**config.mk**
```make
export PLATFORM = sky130hd
export DESIGN_NAME = vip_edge_bbox_overlay
export DESIGN_NICKNAME = d
export VERILOG_FILES = /design/src/rtl/vip_edge_bbox_overlay.sv
export SDC_FILE = /design/constraint.sdc
export NUM_CORES = 1
export LEC_CHECK = 0
export CAP_MARGIN = 40
export CORE_MARGIN = 1
export CORE_UTILIZATION = 40
export CTS_CLUSTER_DIAMETER = 60
export CTS_CLUSTER_SIZE = 14
export DETAILED_ROUTE_END_ITERATION = 6
export HOLD_SLACK_MARGIN = 0.06
export SLEW_MARGIN = 20
export SYNTH_ARGS = -nofsm -noshare
export SYNTH_HDL_FRONTEND = slang
export SYNTH_SLANG_ARGS = --single-unit
```
**constraint.sdc**
```tcl
create_clock -name clk -period 7.6 [get_ports clk]
set_input_delay 1.9 -clock clk [delete_from_list [all_inputs] [get_ports clk]]
set_output_delay 1.9 -clock clk [all_outputs]
set_load 0.01 [all_outputs]
```
**src/rtl/vip_edge_bbox_overlay.sv**
```systemverilog
// vip_edge_bbox_overlay
//   Sits after the Sobel edge detector in the camera-to-HDMI path. It collects
//   the bounding box of all edge pixels in a frame and latches it at the next
//   frame start. It then draws that box as a coloured rectangle on the
//   following frame's pixels.
//
// Ports
//   clk, rst                 pixel clock, asynchronous active-high reset
//   per_frame_vsync/href/    incoming video timing
//   per_frame_clken
//   per_frame_data[23:0]     edge pixel, bit 23 is the edge flag
//   post_frame_vsync/href/   timing delayed by one cycle
//   post_frame_clken
//   post_frame_data[23:0]    pixel with the box overlay, one cycle latency
//   box_left/right/top/bottom   box latched at the last frame boundary
//   box_valid                the latched box had at least MIN_EDGE_CNT edges
//   edge_count               edge pixel count of the last frame
//
// Pixel handshake: a pixel transfers on every cycle where
// per_frame_href & per_frame_clken is high. There is no backpressure, so the
// stream must be consumed on every cycle.
module vip_edge_bbox_overlay #(
  parameter int          IMG_W        = 640,
  parameter int          IMG_H        = 480,
  parameter logic [23:0] BOX_COLOR    = 24'hFF0000,
  parameter int          MIN_EDGE_CNT = 16
) (
  input  logic        clk,
  input  logic        rst,
  input  logic        per_frame_vsync,
  input  logic        per_frame_href,
  input  logic        per_frame_clken,
  input  logic [23:0] per_frame_data,
  output logic        post_frame_vsync,
  output logic        post_frame_href,
  output logic        post_frame_clken,
  output logic [23:0] post_frame_data,
  output logic [10:0] box_left,
  output logic [10:0] box_right,
  output logic [10:0] box_top,
  output logic [10:0] box_bottom,
  output logic        box_valid,
  output logic [19:0] edge_count
);

  localparam logic [10:0] W_LIM     = 11'(IMG_W);
  localparam logic [10:0] H_LIM     = 11'(IMG_H);
  localparam logic [10:0] XMIN_INIT = 11'(IMG_W - 1);
  localparam logic [10:0] YMIN_INIT = 11'(IMG_H - 1);
  localparam logic [19:0] MIN_CNT   = 20'(MIN_EDGE_CNT);
  localparam logic [10:0] CNT11_MAX = 11'h7FF;
  localparam logic [19:0] CNT20_MAX = 20'hFFFFF;

  logic        vsync_q, href_q;
  logic [10:0] x_q, x_d, y_q, y_d;
  logic [10:0] acc_xmin_q, acc_xmin_d, acc_xmax_q, acc_xmax_d;
  logic [10:0] acc_ymin_q, acc_ymin_d, acc_ymax_q, acc_ymax_d;
  logic [19:0] acc_cnt_q, acc_cnt_d;
  logic [10:0] box_left_q, box_left_d, box_right_q, box_right_d;
  logic [10:0] box_top_q, box_top_d, box_bottom_q, box_bottom_d;
  logic        box_valid_q, box_valid_d;
  logic [19:0] edge_count_q, edge_count_d;
  logic        post_vsync_q, post_href_q, post_clken_q;
  logic [23:0] post_data_q, post_data_d;

  logic pix_valid, href_fall, frame_end, in_frame, edge_hit, border_hit;

  assign pix_valid = per_frame_href & per_frame_clken;
  assign href_fall = href_q & ~per_frame_href;
  // Frame boundary: vsync rising edge, found against the registered copy.
  assign frame_end = per_frame_vsync & ~vsync_q;
  assign in_frame  = (x_q < W_LIM) && (y_q < H_LIM);
  assign edge_hit  = pix_valid & in_frame & per_frame_data[23];

  // Pixel position counters. x_q/y_q hold the position of the current pixel.
  always_comb begin
    x_d = x_q;
    if (href_fall) begin
      x_d = '0;
    end else if (pix_valid && (x_q != CNT11_MAX)) begin
      x_d = x_q + 11'd1;
    end

    y_d = y_q;
    if (frame_end) begin
      y_d = '0;  // takes priority over a coincident line end
    end else if (href_fall && (y_q != CNT11_MAX)) begin
      y_d = y_q + 11'd1;
    end
  end

  // Accumulators. On a frame boundary they restart from their init values
  // first, so a pixel arriving in that same cycle counts toward the new frame.
  always_comb begin
    acc_xmin_d = frame_end ? XMIN_INIT : acc_xmin_q;
    acc_xmax_d = frame_end ? 11'd0     : acc_xmax_q;
    acc_ymin_d = frame_end ? YMIN_INIT : acc_ymin_q;
    acc_ymax_d = frame_end ? 11'd0     : acc_ymax_q;
    acc_cnt_d  = frame_end ? 20'd0     : acc_cnt_q;
    if (edge_hit) begin
      if (x_q < acc_xmin_d) acc_xmin_d = x_q;
      if (x_q > acc_xmax_d) acc_xmax_d = x_q;
      if (y_q < acc_ymin_d) acc_ymin_d = y_q;
      if (y_q > acc_ymax_d) acc_ymax_d = y_q;
      if (acc_cnt_d != CNT20_MAX) acc_cnt_d = acc_cnt_d + 20'd1;
    end
  end

  // Latch the finished frame's result. If the frame had too few edges, the
  // old coordinates are kept but marked invalid.
  always_comb begin
    box_left_d   = box_left_q;
    box_right_d  = box_right_q;
    box_top_d    = box_top_q;
    box_bottom_d = box_bottom_q;
    box_valid_d  = box_valid_q;
    edge_count_d = edge_count_q;
    if (frame_end) begin
      edge_count_d = acc_cnt_q;
      if (acc_cnt_q >= MIN_CNT) begin
        box_left_d   = acc_xmin_q;
        box_right_d  = acc_xmax_q;
        box_top_d    = acc_ymin_q;
        box_bottom_d = acc_ymax_q;
        box_valid_d  = 1'b1;
      end else begin
        box_valid_d  = 1'b0;
      end
    end
  end

  // Overlay test, evaluated at the current pixel position.
  always_comb begin
    border_hit = 1'b0;
    if (box_valid_q) begin
      if (((y_q == box_top_q) || (y_q == box_bottom_q)) &&
          (x_q >= box_left_q) && (x_q <= box_right_q)) begin
        border_hit = 1'b1;
      end
      if (((x_q == box_left_q) || (x_q == box_right_q)) &&
          (y_q >= box_top_q) && (y_q <= box_bottom_q)) begin
        border_hit = 1'b1;
      end
    end

    post_data_d = '0;
    if (per_frame_href) begin
      post_data_d = border_hit ? BOX_COLOR : per_frame_data;
    end
  end

  always_ff @(posedge clk or posedge rst) begin
    if (rst) begin
      vsync_q      <= 1'b0;
      href_q       <= 1'b0;
      x_q          <= '0;
      y_q          <= '0;
      acc_xmin_q   <= XMIN_INIT;
      acc_xmax_q   <= '0;
      acc_ymin_q   <= YMIN_INIT;
      acc_ymax_q   <= '0;
      acc_cnt_q    <= '0;
      box_left_q   <= '0;
      box_right_q  <= '0;
      box_top_q    <= '0;
      box_bottom_q <= '0;
      box_valid_q  <= 1'b0;
      edge_count_q <= '0;
      post_vsync_q <= 1'b0;
      post_href_q  <= 1'b0;
      post_clken_q <= 1'b0;
      post_data_q  <= '0;
    end else begin
      vsync_q      <= per_frame_vsync;
      href_q       <= per_frame_href;
      x_q          <= x_d;
      y_q          <= y_d;
      acc_xmin_q   <= acc_xmin_d;
      acc_xmax_q   <= acc_xmax_d;
      acc_ymin_q   <= acc_ymin_d;
      acc_ymax_q   <= acc_ymax_d;
      acc_cnt_q    <= acc_cnt_d;
      box_left_q   <= box_left_d;
      box_right_q  <= box_right_d;
      box_top_q    <= box_top_d;
      box_bottom_q <= box_bottom_d;
      box_valid_q  <= box_valid_d;
      edge_count_q <= edge_count_d;
      post_vsync_q <= per_frame_vsync;
      post_href_q  <= per_frame_href;
      post_clken_q <= per_frame_clken;
      post_data_q  <= post_data_d;
    end
  end

  assign post_frame_vsync = post_vsync_q;
  assign post_frame_href  = post_href_q;
  assign post_frame_clken = post_clken_q;
  assign post_frame_data  = post_data_q;
  assign box_left         = box_left_q;
  assign box_right        = box_right_q;
  assign box_top          = box_top_q;
  assign box_bottom       = box_bottom_q;
  assign box_valid        = box_valid_q;
  assign edge_count       = edge_count_q;

endmodule

```
==> metrics.cfg <==
[sta]
final-hold-violation-count = 0
drv_slew = 0
tns_ns = 0
slew_headroom_pct = 44.79
worst_pin_slew_ns = 0.8214
grt_setup_unrepaired = no
period_share_pct = 63.05
setup_viol = 0
min_period_ns = 4.792
fin_worst_skew_ns = 0.009804
fmax_ghz = 0.2087

[synthesis]
avgSynthCellArea_um2 = 9.794
synth_edf_count = 0
synthFlopType = dfrtp_1
async_reset_ff_share_pct = 100.0
yosysMostFrequentCell = nand2_1
syn_nets = 1070
seq_area_frac_synth_pct = 47.99
yosys-top-cells-area = dfrtp_1 (43%), ha_1 (12%), nand2_1 (6.8%)
ys_top_cells_by_count = nand2_1 (168), dfrtp_1 (162), ha_1 (89), nor2_1 (89), inv_1 (64)
yosys.cell_types.count = 57
synth_top_cell_area_share_pct = 43.48
synth-seq-cells = 178
synth_area_um2 = 9324
yosys_warnings = 0
syn_inst = 952
synth_area_leader_cell = dfrtp_1

[floorplanning]
die_x_um = 154.7
die_area_um2 = 23920
core_um2 = 22780
rows = 55
fp.dieH_um = 154.7
io_pins = 121
start_util_pct = 40.93

[cts]
clock_path_buffers = 2
cts_hold_buf = 0
path_clk_slew_ns = 0.07
cts-root-buf = clkbuf_16
htreeDepth = 4
clock-sinks = 178
ctsResizeCount = 0
postCtsSetupBuffers = 0
cts_made_buffers = 17
cts_tree = built
clkLatencyLatePin_ns = 0.43

[drt]
wl_per_cell_um = 16.04
ant_nets = 0
drt-total-wl_mm = 22.39
drt-pass1-iter-count = 5
drc = 0
vias = 7082
viasPerCell = 5.073
drt_iter0_markers = 393

[setup_path]
worstReg2RegEnd = acc_xmin_q[4]
worstSetupStartpointType = input port
critPathMaxStageDelay_ns = 0.64
cp_top_family = simple AND/OR/NAND/NOR gates
r2r-start = post_frame_vsync
endpoint_kind = flip-flop
crit_chain = clkdlybuf4s50_1, nand2b_2, buf_4, nand2_1, ha_1, a21oi_1, nor2b_1, o21ai_0, nand2_1, nor4_2, buf_4, mux2i_1
crit_required_ns = 7.95
cp_slowest_cell = nor4_2
cp.arrival_ns = 5.15
crit_buf_inv = 3
reg2reg_slack_ns = 4.23
worst-setup-path-type = in2reg
cp_max_fo = 30
r2r_cells = 11

[worst_hold_path]
worst_hold_path.num_cells = 2
min_path_type = reg2reg
hp-start = edge_count[11]
holdPathEnd = edge_count[11]

[global_route]
grt_overflow = 0
grt_use_total_pct = 20.10
antenna_found_initial = 0
grt_pass1_wl_mm = 37.73
grt_pass1_vias = 7131
grt_start_max_net_pins = 88

[run]
cap_violations = 0

[final_layout]
largest_register_ffs = 24
fin_area_um2 = 11500
area_growth_pct = 23.35
drive_gt1_share_pct = 7.295
nNetsFinal = 1188
diodes = 0

[placement]
placed_cell_area_um2 = 10870
dp_hpwl_mm = 16.16
io_buffer_count = 120
gp_congestion = 0.8684

[power_and_ir_drop]
peakVddDrop_mv = 0.1472
p_leak_nw = 5.324
p_per_area_nw_per_um2 = 203.0
power_w = 0.002335

[outcome]
status = finished, final reports clean

-- worst register-to-register path: stages (launching register included) --
cell      delay [ns]
dfrtp_1         0.44
nand2b_2        0.32
buf_4           0.40
nand2_1         0.15
ha_1            0.31
a21oi_1         0.17
nor2b_1         0.07
o21ai_0         0.17
nand2_1         0.09
nor4_2          0.64
buf_4           0.30
mux2i_1         0.23
-- cells by family after synthesis --
logic type | Yosys count | share of synthesized area (%)
muxes | 45 | 4.925
DFF | 178 | 47.99
AOI/OAI and AO/OA | 141 | 9.488
and+or+nand+nor | 370 | 18.30
adders and majority gates | 89 | 11.94
buffers and inverters | 98 | 4.442
xor gates and xnor gates | 31 | 2.912
-- per-stage QoR --
step	setup WS, ns	utilization, %	instances	hold slack, ns
global placement	2.543	47.71	1363	0.4606
floorplan	0.8962	-	952	0.4497
CTS	2.868	50.37	1395	0.4838
global route	2.665	50.49	1396	0.5034
finish	2.808	50.49	1396	0.4772
detailed placement	2.488	47.71	1363	0.4615
-- report_power, final --
part | total, W | internal, W | switching (W)
Clock | 0.000916 | 0.000543 | 0.000373
Combinational | 0.000355 | 0.000170 | 0.000185
Sequential | 0.00106 | 0.00102 | 0.0000445
-- how the worst max path moves through the flow --
stage / startpoint / end / slack (ns) / depth (start not counted)
after floorplan: rst / acc_cnt_q[0] / 0.90 / 1
after global placement: per_frame_vsync / acc_xmin_q[4] / 2.54 / 12
after detailed placement: per_frame_vsync / acc_xmin_q[4] / 2.49 / 12
after CTS: per_frame_vsync / acc_xmin_q[4] / 2.87 / 12
after global routing: per_frame_vsync / acc_xmin_q[4] / 2.66 / 12
final: per_frame_vsync / acc_xmin_q[4] / 2.81 / 12
-- cell type report --
type                            count  area (µm²)
Clock buffer                       23       478.0
Timing Repair Buffer              133        1319
Multi-Input combinational cell    676        4464
Tap cell                          313       391.6
Inverter                           64       245.2
Clock inverter                      9       128.9
Fill cell                        2115       11280
Sequential cell                   178        4474
-- cells in the final DEF (no fill, tap or decap), types with 3 or more instances in the layout --
| cell type | instances |
|---|---|
| nor2b_1 | 8 |
| xnor2_1 | 19 |
| nand3b_1 | 3 |
| nand4_1 | 21 |
| clkbuf_1 | 3 |
| nand2b_1 | 3 |
| a41o_1 | 3 |
| ha_1 | 89 |
| a211o_1 | 3 |
| clkbuf_8 | 3 |
| nor2_1 | 89 |
| clkdlybuf4s50_1 | 120 |
| clkinv_2 | 3 |
| nand3_1 | 30 |
| mux2_2 | 6 |
| inv_1 | 63 |
| and3_1 | 12 |
| o21a_1 | 10 |
| dfrtp_1 | 162 |
| a21o_1 | 10 |
| buf_4 | 12 |
| nand2_1 | 168 |
| a21oi_1 | 33 |
| a31oi_1 | 5 |
| and4_1 | 6 |
| o21ai_0 | 59 |
| nor4_1 | 6 |
| xor2_1 | 12 |
| and2_1 | 5 |
| a211oi_1 | 3 |
| bufinv_16 | 3 |
| nor3_1 | 5 |
| mux2i_1 | 38 |
| dfstp_2 | 16 |
| clkbuf_16 | 17 |
-- layer usage --
| metal | vias to the layer above | share of wire [%] | track usage, % |
|---|---|---|---|
| met1 | 3404 | 51 | 29.20 |
| li1 | 3504 | - | - |
| met4 | 0 | 1.3 | 5.799 |
| met5 | - | 0 | 0 |
| met3 | 20 | 4.7 | 4.455 |
| met2 | 154 | 43 | 29.93 |
No activity file was read; power rests on OpenSTA's default activity.
